File: src/rtl/npu_conv_sequencer_pkg.sv
// CV-X-IF interface types plus the NPU convolution sequencer additions:
// opcode, funct3 operations, sequencer state codes and datapath control bundles.
package npu_conv_sequencer_pkg;

  localparam logic [6:0] NPU_OPCODE  = 7'b0001011;
  localparam logic [5:0] EXC_ILLEGAL = 6'd2;

  typedef enum logic [2:0] {
    OP_CFG_ADDR = 3'd0,
    OP_CFG_DIM  = 3'd1,
    OP_START    = 3'd2,
    OP_STATUS   = 3'd3
  } npu_op_e;

  typedef logic [2:0] seq_state_e;
  localparam seq_state_e ST_IDLE        = 3'd0;
  localparam seq_state_e ST_WAIT_COMMIT = 3'd1;
  localparam seq_state_e ST_LOAD_W      = 3'd2;
  localparam seq_state_e ST_LOAD_I      = 3'd3;
  localparam seq_state_e ST_EXEC        = 3'd4;
  localparam seq_state_e ST_RESULT      = 3'd5;

  typedef struct packed {
    logic [31:0]      instr;
    logic [3:0]       id;
    logic [1:0][31:0] rs;
    logic [1:0]       rs_valid;
  } x_issue_req_t;

  typedef struct packed {
    logic accept;
    logic writeback;
    logic dualwrite;
    logic dualread;
    logic loadstore;
    logic exc;
  } x_issue_resp_t;

  typedef struct packed {
    logic [3:0] id;
    logic       commit_kill;
  } x_commit_t;

  typedef struct packed {
    logic [3:0]  id;
    logic [31:0] data;
    logic [4:0]  rd;
    logic        we;
    logic        exc;
    logic [5:0]  exccode;
  } x_result_t;

  typedef struct packed {
    logic [31:0] W_addr;
    logic [31:0] I_addr;
    logic [31:0] R_addr;
    logic [15:0] I_height;
    logic [15:0] I_width;
    logic [15:0] I_kernels;
    logic [15:0] I_channels;
    logic [15:0] W_height;
    logic [15:0] W_width;
    logic [15:0] W_kernels;
    logic [15:0] W_channels;
    logic [15:0] stride;
    logic        padding;
  } convolution;

  typedef struct packed {
    logic loadw;
    logic loadi;
    logic load_start;
    logic execute;
    logic we;
  } cntr;

  typedef struct packed {
    logic weights_start;
    logic weights_valid;
    logic inputs_start;
  } w_load;

  // Legal custom-0 encodings; unused CFG_ADDR/CFG_DIM selector codes are rejected.
  function automatic logic npu_decode_ok(input logic [31:0] instr);
    logic ok;
    ok = 1'b0;
    if (instr[6:0] == NPU_OPCODE) begin
      case (instr[14:12])
        3'd0:       ok = (instr[26:25] != 2'b11);
        3'd1:       ok = (instr[27:25] <= 3'd4);
        3'd2, 3'd3: ok = 1'b1;
        default:    ok = 1'b0;
      endcase
    end
    return ok;
  endfunction

endpackage

File: src/rtl/npu_conv_sequencer_timer.sv
// Phase watchdog and saturating run-cycle counter for the convolution sequencer.
module npu_phase_timer #(
  parameter int unsigned TIMEOUT = 65535
) (
  input  logic        clk_i,
  input  logic        rst_i,
  input  logic        clear_run,
  input  logic        clear_phase,
  input  logic        enable,
  output logic [31:0] run_cnt,
  output logic        timeout
);

  localparam int PW = $clog2(TIMEOUT + 1);

  logic [PW-1:0] phase_cnt;

  always_ff @(posedge clk_i) begin
    if (rst_i) begin
      run_cnt   <= '0;
      phase_cnt <= '0;
    end else begin
      if (clear_run) begin
        run_cnt <= '0;
      end else if (enable && run_cnt != '1) begin
        run_cnt <= run_cnt + 32'd1;
      end
      if (clear_phase) begin
        phase_cnt <= '0;
      end else if (enable && phase_cnt != PW'(TIMEOUT)) begin
        phase_cnt <= phase_cnt + PW'(1);
      end
    end
  end

  // Fires during the TIMEOUT-th cycle of a phase, so a phase lasts at most TIMEOUT cycles.
  assign timeout = enable && (phase_cnt == PW'(TIMEOUT - 1));

endmodule

File: src/rtl/npu_conv_sequencer.sv
// CV-X-IF front end: decodes custom-0 ops, latches layer config on commit and
// sequences weight load -> input load -> execute, reporting cycles or an exception.
module npu_conv_sequencer
  import npu_conv_sequencer_pkg::*;
#(
  parameter int unsigned TIMEOUT     = 65535,
  parameter logic [5:0]  EXC_TIMEOUT = 6'd24
) (
  input  logic          clk_i,
  input  logic          rst_i,
  input  logic          x_issue_valid_i,
  output logic          x_issue_ready_o,
  input  x_issue_req_t  x_issue_req_i,
  output x_issue_resp_t x_issue_resp_o,
  input  logic          x_commit_valid_i,
  input  x_commit_t     x_commit_i,
  output logic          x_result_valid_o,
  input  logic          x_result_ready_i,
  output x_result_t     x_result_o,
  output convolution    conv_cfg_o,
  output cntr           cntr_o,
  output w_load         wload_o,
  input  logic          weights_done_i,
  input  logic          inputs_done_i,
  input  logic          exec_done_i,
  output logic          busy_o,
  output seq_state_e    state_o
);

  // Valid/ready: issue transfers when x_issue_valid_i && x_issue_ready_o; a result
  // transfers when x_result_valid_o && x_result_ready_i. Valid payloads stay stable.

  seq_state_e  state, state_next;
  npu_op_e     funct3, op_q;
  logic [2:0]  f7_q;
  logic [4:0]  rd_q;
  logic [3:0]  id_q;
  logic [31:0] rs0_q;
  logic [15:0] rs1_q;
  logic        wb_q, exc_q, phase_first;
  logic [5:0]  exccode_q;
  logic        issue_fire, commit_hit, kernels_zero, in_phase, phase_done;
  logic        phase_timeout, timeout;
  logic [31:0] run_cnt;
  logic        unused;

  assign funct3 = npu_op_e'(x_issue_req_i.instr[14:12]);
  assign unused = ^{x_issue_req_i.instr[31:28], x_issue_req_i.instr[24:15], x_issue_req_i.rs[1][31:16]};

  always_comb begin
    x_issue_resp_o           = '0;
    x_issue_resp_o.accept    = npu_decode_ok(x_issue_req_i.instr) && (x_issue_req_i.rs_valid == 2'b11);
    x_issue_resp_o.writeback = x_issue_resp_o.accept && (funct3 == OP_START || funct3 == OP_STATUS);
  end

  assign x_issue_ready_o = (state == ST_IDLE) && !rst_i;
  assign issue_fire      = x_issue_valid_i && x_issue_ready_o && x_issue_resp_o.accept;
  assign commit_hit      = x_commit_valid_i && (x_commit_i.id == id_q);
  assign kernels_zero    = (conv_cfg_o.I_kernels == 16'd0) || (conv_cfg_o.W_kernels == 16'd0);
  assign in_phase        = (state == ST_LOAD_W) || (state == ST_LOAD_I) || (state == ST_EXEC);
  assign phase_timeout   = in_phase && timeout && !phase_done;

  always_comb begin
    phase_done = 1'b0;
    case (state)
      ST_LOAD_W: phase_done = weights_done_i;
      ST_LOAD_I: phase_done = inputs_done_i;
      ST_EXEC:   phase_done = exec_done_i;
      default:   phase_done = 1'b0;
    endcase
  end

  always_comb begin
    state_next = state;
    case (state)
      ST_IDLE: if (issue_fire) state_next = ST_WAIT_COMMIT;
      ST_WAIT_COMMIT: begin
        if (commit_hit) begin
          if (x_commit_i.commit_kill)  state_next = ST_IDLE;
          else if (op_q == OP_STATUS)  state_next = ST_RESULT;
          else if (op_q == OP_START)   state_next = kernels_zero ? ST_RESULT : ST_LOAD_W;
          else                         state_next = ST_IDLE;
        end
      end
      ST_LOAD_W: if (phase_done) state_next = ST_LOAD_I; else if (timeout) state_next = ST_RESULT;
      ST_LOAD_I: if (phase_done) state_next = ST_EXEC;   else if (timeout) state_next = ST_RESULT;
      ST_EXEC:   if (phase_done || timeout) state_next = ST_RESULT;
      ST_RESULT: if (x_result_ready_i) state_next = ST_IDLE;
      default:   state_next = ST_IDLE;
    endcase
  end

  npu_phase_timer #(.TIMEOUT(TIMEOUT)) u_timer (
    .clk_i       (clk_i),
    .rst_i       (rst_i),
    .clear_run   ((state == ST_WAIT_COMMIT) && (state_next == ST_LOAD_W)),
    .clear_phase (state_next != state),
    .enable      (in_phase),
    .run_cnt     (run_cnt),
    .timeout     (timeout)
  );

  always_ff @(posedge clk_i) begin
    if (rst_i) begin
      state       <= ST_IDLE;
      phase_first <= 1'b0;
      op_q        <= OP_CFG_ADDR;
      f7_q        <= '0;
      rd_q        <= '0;
      id_q        <= '0;
      rs0_q       <= '0;
      rs1_q       <= '0;
      wb_q        <= 1'b0;
      exc_q       <= 1'b0;
      exccode_q   <= '0;
      conv_cfg_o  <= '0;
    end else begin
      state       <= state_next;
      phase_first <= (state_next != state);
      if (issue_fire) begin
        op_q      <= funct3;
        f7_q      <= x_issue_req_i.instr[27:25];
        rd_q      <= x_issue_req_i.instr[11:7];
        id_q      <= x_issue_req_i.id;
        rs0_q     <= x_issue_req_i.rs[0];
        rs1_q     <= x_issue_req_i.rs[1][15:0];
        wb_q      <= x_issue_resp_o.writeback;
        exc_q     <= 1'b0;
        exccode_q <= '0;
      end
      if (state == ST_WAIT_COMMIT && commit_hit && !x_commit_i.commit_kill) begin
        case (op_q)
          OP_CFG_ADDR: begin
            case (f7_q[1:0])
              2'd0:    conv_cfg_o.W_addr <= rs0_q;
              2'd1:    conv_cfg_o.I_addr <= rs0_q;
              2'd2:    conv_cfg_o.R_addr <= rs0_q;
              default: ;
            endcase
          end
          OP_CFG_DIM: begin
            case (f7_q)
              3'd0: begin conv_cfg_o.I_height  <= rs0_q[15:0]; conv_cfg_o.I_width    <= rs1_q; end
              3'd1: begin conv_cfg_o.I_kernels <= rs0_q[15:0]; conv_cfg_o.I_channels <= rs1_q; end
              3'd2: begin conv_cfg_o.W_height  <= rs0_q[15:0]; conv_cfg_o.W_width    <= rs1_q; end
              3'd3: begin conv_cfg_o.W_kernels <= rs0_q[15:0]; conv_cfg_o.W_channels <= rs1_q; end
              3'd4: begin conv_cfg_o.stride    <= rs0_q[15:0]; conv_cfg_o.padding    <= rs1_q[0]; end
              default: ;
            endcase
          end
          OP_START: begin
            if (kernels_zero) begin
              exc_q     <= 1'b1;
              exccode_q <= EXC_ILLEGAL;
            end
          end
          default: ;
        endcase
      end
      if (phase_timeout) begin
        exc_q     <= 1'b1;
        exccode_q <= EXC_TIMEOUT;
      end
    end
  end

  always_comb begin
    x_result_o = '0;
    if (state == ST_RESULT) begin
      x_result_o.id      = id_q;
      x_result_o.rd      = rd_q;
      x_result_o.we      = wb_q && !exc_q;
      x_result_o.exc     = exc_q;
      x_result_o.exccode = exccode_q;
      // The run counter is frozen outside the phases, so it holds the final count here.
      if (op_q == OP_START && !exc_q) x_result_o.data = run_cnt;
    end
  end

  assign x_result_valid_o      = (state == ST_RESULT);
  assign busy_o                = (state != ST_IDLE);
  assign state_o               = state;
  assign cntr_o.loadw          = (state == ST_LOAD_W);
  assign cntr_o.loadi          = (state == ST_LOAD_I);
  assign cntr_o.load_start     = (state == ST_LOAD_W) || (state == ST_LOAD_I);
  assign cntr_o.execute        = (state == ST_EXEC);
  assign cntr_o.we             = (state == ST_EXEC);
  assign wload_o.weights_start = (state == ST_LOAD_W) && phase_first;
  assign wload_o.weights_valid = (state == ST_LOAD_W) && phase_first;
  assign wload_o.inputs_start  = (state == ST_LOAD_I) && phase_first;

endmodule

File: config.mk
export PLATFORM = sky130hd
export DESIGN_NAME = npu_conv_sequencer
export DESIGN_NICKNAME = d
export VERILOG_FILES = /design/src/rtl/npu_conv_sequencer_pkg.sv /design/src/rtl/npu_conv_sequencer_timer.sv /design/src/rtl/npu_conv_sequencer.sv
export SDC_FILE = /design/constraint.sdc
export NUM_CORES = 1
export LEC_CHECK = 0
export ABC_AREA = 1
export ABC_CLOCK_PERIOD_IN_PS = 1800
export BUFFER_PORTS_ARGS = -buffer_cell sky130_fd_sc_hd__buf_2
export CORE_MARGIN = 2
export CORE_UTILIZATION = 48
export CTS_BUF_LIST = sky130_fd_sc_hd__clkbuf_4 sky130_fd_sc_hd__clkbuf_8
export DETAILED_ROUTE_END_ITERATION = 6
export GPL_TIMING_DRIVEN = 0
export MAX_ROUTING_LAYER = met4
export PLACE_DENSITY = 0.78
export SETUP_SLACK_MARGIN = 0.02
export SLEW_MARGIN = 20
export SYNTH_ARGS = -nofsm -noshare
export SYNTH_HDL_FRONTEND = slang
export SYNTH_SLANG_ARGS = --single-unit
File: constraint.sdc
create_clock -name clk_i -period 1.8 [get_ports clk_i]
set_input_delay 0.18 -clock clk_i [delete_from_list [all_inputs] [get_ports clk_i]]
set_output_delay 0.18 -clock clk_i [all_outputs]
set_load 0.02 [all_outputs]
==> results of run 1 <==
[routing by layer]
metal,vias up,part of all wire [%],GRT usage [%]
met5,-,0,-
met4,0,9.5,22.0
met1,8598,33,41.9
li1,7579,-,-
met2,1693,46,60.2
met3,640,12,8.83
[flip-flops by register name, summed over array words and instances (netlist names)]
| signal | cells |
|---|---|
| conv_cfg_o | 241 |
| wb_q | 1 |
| f7_q | 3 |
| id_q | 4 |
| u_timer.phase_cnt | 16 |
| u_timer.run_cnt | 32 |
| rs1_q | 16 |
| phase_first | 1 |
| exc_q | 1 |
| exccode_q | 6 |
| rd_q | 5 |
| op_q | 3 |
| rs0_q | 32 |
| state_o | 3 |
[worst max-delay path: cells and delay by family (launching register included)]
family,cells,cell delay (ns)
DFF,1,0.37
buffers and inverters,4,0.46
and+or+nand+nor,7,1.64
[final cells by class]
cell class / count / area [um^2]
diodes: 5 / 12.5
clock inverters: 18 / 287
repair buffers: 603 / 4950
clock buffers: 89 / 1160
plain buffers: 123 / 1270
fillers: 1491 / 4900
flip-flops and latches: 364 / 7320
repair inverters: 1 / 8.76
inverters: 178 / 696
well taps: 390 / 488
multi-input cells: 1213 / 8400
[placed cells by master, fill, tap and decap left out, types with 36 or more instances in the layout]
cell           count
a21oi_2          114
buf_2            339
inv_1            163
buf_4             68
buf_6             99
clkbuf_8          91
dlygate4sd3_1     62
o21ai_2          155
buf_8             41
nand2_1          180
a21oi_1          150
nor2_4            48
nand2_2           36
nor2_1           130
dfxtp_1          345
nand3_1          142
clkbuf_1          42
[stage by stage]
step | cell area (um^2) | power [W] | TNS (ns) | utilization [%]
detailed placement | 16900 | 0.00865 | -228.13 | 57.3
global route | 24600 | 0.0180 | -189.08 | 83.4
global placement | 16900 | 0.00864 | -223.37 | 57.3
CTS | 21600 | 0.0173 | -83.19 | 73.1
finish | 24600 | 0.0177 | -144.55 | 83.4
floorplan | 14400 | 0.00843 | -0.444 | -
[kinds of logic after synthesis]
| group | count (synthesis) | synth area share (%) |
|---|---|---|
| AND/OR/NAND/NOR | 678 | 20.9 |
| AO/OA/AOI/OAI | 497 | 17.5 |
| flip-flops | 364 | 50.9 |
| buffers and inverters | 306 | 8.57 |
| XOR/XNOR | 30 | 1.83 |
| adder cells (fa/ha/maj) | 3 | 0.262 |
| other | 1 | 0.0262 |
[timing repair]
item | in CTS | in global routing
setup endpoints to repair | 420 | 420
hold buffers | 62 | 0
cloned | 25 | 25
endpoints found under the hold margin | 62 | 0
pin swaps | 50 | 80
gates resized for setup | 567 | 677
buffers inserted | 69 | 42
[worst paths after layout]
| check | startpoint | to | slack (ns) | depth (start not counted) |
|---|---|---|---|---|
| worst max-delay path | state_o[1] | u_timer.run_cnt[11] | -0.87 | 11 |
| worst min-delay path | x_issue_req_i[84] | wb_q | 0.03 | 5 |
| worst max register to register | state_o[1] | u_timer.run_cnt[11] | -0.87 | 11 |
| worst min register to register | conv_cfg_o[24] | conv_cfg_o[24] | 0.44 | 2 |
[power by group through the flow]
stage | clock network [W] | registers (W) | logic, W
3_3_place_gp | 0 | 0.00823 | 0.000410
4_1_cts | 0.00859 | 0.00805 | 0.000624
2_1_floorplan | 0 | 0.00823 | 0.000203
3_5_place_dp | 0 | 0.00823 | 0.000417
6_report | 0.00883 | 0.00805 | 0.000817
5_1_grt | 0.00908 | 0.00804 | 0.000847
==> run metrics, run 1 <==
relative slew slack 12.7%; first-pass GRT wire length 88600 um; unrepaired setup endpoints after global routing true; synthesis-stage register bit count 364; DRT Pass-1 Iters 6; core area 29500 um^2; CTS tree built; row count 63; Skew-Pair Late Insertion Delay 0.62 ns; Mapped Area 14300 um^2; vias 18500; I/O pin total 425; Reg clk slew, reported paths 0.07 ns; hold crit path type input pin to flip-flop; Sw Share 23.6%; remaining global-route overflow 0; Clock Skew 0.0282 ns; clock sink count 364; CP max stage delay 0.82 ns; Setup crit end kind flip-flop; synth-to-layout area growth 71.6%; Logic pwr share 4.6%; Crit Path Max Fanout 7; sequential share of power 45.5%; Period Utilization, post-route 148%; data arrival time of the critical path 3.11 ns; CP Class flip-flop to flip-flop; max-slew violation count 0; Post-Place Setup Slack -0.972 ns; Initial Util 48.6%; Worst-Margin Slew 1.31 ns; top-area cell type share of the netlist area 50.9%; Cell variety after synth 36; Die Span X 177 um; slowest stage cell, crit path nor3_1; worst-path cell chain buf_12, nor2_4, nand2_4, inv_4, nor2_4, inv_2, nand2_4, inv_4, nand3_1, nor3_1, nor3_4; Detail Route Antenna Nets 0; placed cells 2662; largest net degree at the start of global routing 17; DR WL/cell 24.8 um; GP Congestion 0.937; switching power 0.00417 W; Tot GR Track Use 37.2%; outcome finished, violations left; Final Hold Viols 0; pwr/cell area 720 nW/um^2; Yosys top cell by area dfxtp_1; vias in the first global route 16300; DRC violations left 0; PortBufs 390; maximum vdd drop 860 uV; max_cap viols 0; CP startpoint kind flip-flop; most common cell in the netlist dfxtp_1; layout cell share with drive strength beyond 1 48.4%; Post-Route WL 74000 um; register area share after synthesis 50.9%; Syn Area/Cell 7.62 um^2; Post-synth EDFFs 0; Post-DP HPWL 37300 um; Max H-tree Level 2; Clk pwr share 49.9%; Internal Power 0.0135 W; initial antenna violation count 4; required time worst endpoint 2.25 ns; Final Net Count 2659; Die ar. 31200 um^2; Post-synth top cells dfxtp_1, a21oi_1, nand2_1; final-report setup violation count 413; Yosys warning count 0; ys flop type dfxtp_1; leakage 10.7 nW; Non-Filler Instances 2984; clk root buf clkbuf_8; Mapped Cells 1879; Post-synth ARST share 0%; vias per cell 6.20; highest clock rate 0.375 GHz; failing checks setup timing; CTS Buf Count 57; ranking of synthesized cells by area dfxtp_1, a21oi_1, o21ai_0; die height 177 um; hold_ws 0.0317 ns; crit path time final 2.67 ns; detailed router's first-iteration violation count 2020; setup ws final -0.865 ns; Max Root-Sink Buffers 3
Note: power is estimated with default switching activity, not from simulation.
==> run 2, diff against run 1 <==
--- a/config.mk
+++ b/config.mk
@@ -8,13 +8,12 @@
 export ABC_AREA = 1
 export ABC_CLOCK_PERIOD_IN_PS = 1800
 export BUFFER_PORTS_ARGS = -buffer_cell sky130_fd_sc_hd__buf_2
-export CORE_MARGIN = 2
-export CORE_UTILIZATION = 48
+export CORE_MARGIN = 1
+export CORE_UTILIZATION = 30
 export CTS_BUF_LIST = sky130_fd_sc_hd__clkbuf_4 sky130_fd_sc_hd__clkbuf_8
 export DETAILED_ROUTE_END_ITERATION = 6
 export GPL_TIMING_DRIVEN = 0
 export MAX_ROUTING_LAYER = met4
-export PLACE_DENSITY = 0.78
 export SETUP_SLACK_MARGIN = 0.02
 export SLEW_MARGIN = 20
 export SYNTH_ARGS = -nofsm -noshare
==> run 2 against run 1 <==
Against the previous run:
- the flow finishes with violations (DRC, setup timing)
- utilization shrank 35 points
- clock skew is 0.0095 ns higher
- non-clock buffer count is 57 lower
- critical path depth stayed put
- setup slack gained 0.51 ns
- clock power fell by 2.4%
- fmax grew 24%
- register-to-register slack better by 0.51 ns
- hold slack better by 0.069 ns
- final area fell by 7.7%
- first-iteration DRC count is 55% lower
- largest power group unchanged
==> run metrics, run 2 (same netlist as run 1, synthesis figures left out) <==
outcome finished, violations left (unchanged); failing checks DRC, setup timing (was setup timing); multi-input logic area 7380 um^2 (was 8400 um^2); Final Net Count 2612 (was 2659); Setup crit end kind flip-flop (unchanged); hold crit path type input pin to flip-flop (unchanged); I/O pin total 425 (unchanged); CTS tree built (unchanged); commonest non-fill, non-tap cell in the layout dfxtp_1 (unchanged); Tot GR Track Use 24.9% (was 37.2%); layout cell share with drive strength beyond 1 40.2% (was 48.4%); CP max stage delay 0.38 ns (was 0.82 ns); Final TNS setup -86.62 ns (was -144.55 ns); die height 221 um (was 177 um); synth-to-layout area growth 58.3% (was 71.6%); slowest stage cell, crit path dfxtp_4 (was nor3_1); max-slew violation count 0 (unchanged); Fill cells 4442 (was 1491); CTS Buf Count 67 (was 57); Worst-Margin Slew 1.01 ns (was 1.31 ns); Final Hold Viols 0 (unchanged); DRC violations left 19 (was 0); Crit Path Max Fanout 6 (was 7); crit path time final 2.16 ns (was 2.67 ns); DR WL/cell 19.5 um (was 24.8 um); Post-DP HPWL 41900 um (was 37300 um); data arrival time of the critical path 2.69 ns (was 3.11 ns); required time worst endpoint 2.34 ns (was 2.25 ns); highest clock rate 0.463 GHz (was 0.375 GHz); DRT Pass-1 Iters 7 (was 6); Register Area 7320 um^2 (about the same); Max Root-Sink Buffers 3 (unchanged); Non-Filler Instances 3153 (was 2984); Period Utilization, post-route 120% (was 148%); first-pass GRT wire length 88600 um (about the same); Reg clk slew, reported paths 0.06 ns (was 0.07 ns); CP startpoint kind flip-flop (unchanged); pwr/cell area 766 nW/um^2 (was 720 nW/um^2); Skew-Pair Late Insertion Delay 0.67 ns (was 0.62 ns); Initial Util 30.6% (was 48.6%); max_cap viols 0 (unchanged); GP Congestion 0.890 (was 0.937); leakage 9.95 nW (was 10.7 nW); maximum vdd drop 551 uV (was 860 uV); detailed router's first-iteration violation count 912 (was 2020); clk root buf clkbuf_8 (unchanged); PortBufs 390 (unchanged); r2r setup slk -0.36 ns (was -0.87 ns); Post-Place Setup Slack -1.40 ns (was -0.972 ns); Die ar. 48600 um^2 (was 31200 um^2); Die Span X 221 um (was 177 um); biggest regs conv_cfg_o (241), rs0_q (32), u_timer.run_cnt (32) (unchanged); vias in the first global route 15100 (was 16300); remaining global-route overflow 0 (unchanged); placed cells 2879 (was 2662); row count 79 (was 63); setup ws final -0.358 ns (was -0.865 ns); clock sink count 364 (unchanged); Max H-tree Level 3 (was 2); unrepaired setup endpoints after global routing true (unchanged); vias per cell 4.97 (was 6.20); post-layout util 48.4% (was 83.4%); Clock Skew 0.0377 ns (was 0.0282 ns); Biggest register conv_cfg_o (unchanged); CP Class flip-flop to flip-flop (unchanged); vias 15700 (was 18500); worst-path cell chain buf_4, nor3_4, nand2_2, nor2_4, nand2_4, nor2_4, buf_12, nand3_4, buf_4, o21ai_0, a21oi_1 (was buf_12, nor2_4, nand2_4, inv_4, nor2_4, inv_2, nand2_4, inv_4, nand3_1, nor3_1, nor3_4); initial antenna violation count 5 (was 4); relative slew slack 32.4% (was 12.7%); Detail Route Antenna Nets 0 (unchanged); Post-Route WL 61400 um (was 74000 um); commonest cells after routing, fill and taps aside dfxtp_1, buf_2, a21oi_1 (was dfxtp_1, buf_2, nand2_1); Power Total 0.0174 W (was 0.0177 W); final-report setup violation count 396 (was 413); max reg flops 241 (unchanged); largest net degree at the start of global routing 11 (was 17); core area 46900 um^2 (was 29500 um^2)
==> run 2: changes by cell type in the layout (fill, tap and decap cells not counted), moves of 14 or more <==
| cell | previous run | this run |
|---|---|---|
| nor3_4 | 30 | 10 |
| a21oi_2 | 114 | 47 |
| o21ai_4 | 32 | 7 |
| buf_6 | 99 | 35 |
| a21oi_1 | 150 | 218 |
| o21ai_0 | 19 | 109 |
| clkbuf_16 | 27 | 11 |
| buf_4 | 68 | 88 |
| o21ai_2 | 155 | 96 |
| nor2_4 | 48 | 32 |
| buf_8 | 41 | 27 |
| clkbuf_4 | 13 | 29 |
| nor3_2 | 12 | 29 |
==> run 2: stage by stage <==
step           cell area (um^2)  hold slack [ns]
3_3_place_gp              17200            0.398
2_1_floorplan             14400            0.311
5_1_grt                   22700           0.0744
6_report                  22700            0.100
3_5_place_dp              17200            0.402
4_1_cts                   21800           0.0150
==> run 2: where the power goes <==
group          switching [W]  internal [W]  total [W]
sequential       0.000000984       0.00805    0.00805
combinational       0.000390      0.000306   0.000696
clock                0.00375       0.00487    0.00862
total                0.00414        0.0132     0.0174
==> run 2: layer usage <==
layer	vias to the layer above	track usage, %	share of wire [%]
li1	7491	-	-
met1	7469	30.5	43
met2	592	39.9	47
met3	130	6.13	7.3
met4	0	8.45	2.7
met5	-	-	0
==> run 2: final cells by class <==
| class | count | share of cell area (%) |
|---|---|---|
| Timing Repair Buffer | 544 | 17.3 |
| Sequential cell | 364 | 32.3 |
| Antenna cell | 4 | 0.0441 |
| Inverter | 178 | 3.10 |
| Multi-Input combinational cell | 1214 | 32.5 |
| Clock inverter | 15 | 0.706 |
| Clock buffer | 102 | 5.66 |
| Buffer | 125 | 5.00 |
| Tap cell | 607 | 3.35 |
==> run 2: final timing paths <==
check | cells after the start | from | end
max | 11 | state_o[1] | conv_cfg_o[18]
min | 6 | x_commit_i[0] | state_o[1]
min reg2reg | 2 | conv_cfg_o[22] | conv_cfg_o[22]
max reg2reg | 11 | state_o[1] | conv_cfg_o[18]
==> run 2: critical path: cells and delay by family (launching register included) <==
kind,cells,cell delay [ns]
flip-flops,1,0.38
AND/OR/NAND/NOR,6,0.98
AO/OA/AOI/OAI,2,0.18
buffers and inverters,3,0.51
==> run 2: repair_timing <==
item                       in CTS  in global routing
hold buffers                   67                  0
pin swaps                      58                 22
hold endpoints to repair       70                  0
cloned                         23                  2
resized for setup             532                233
setup buffers                  51                 14
setup endpoints to repair     420                421
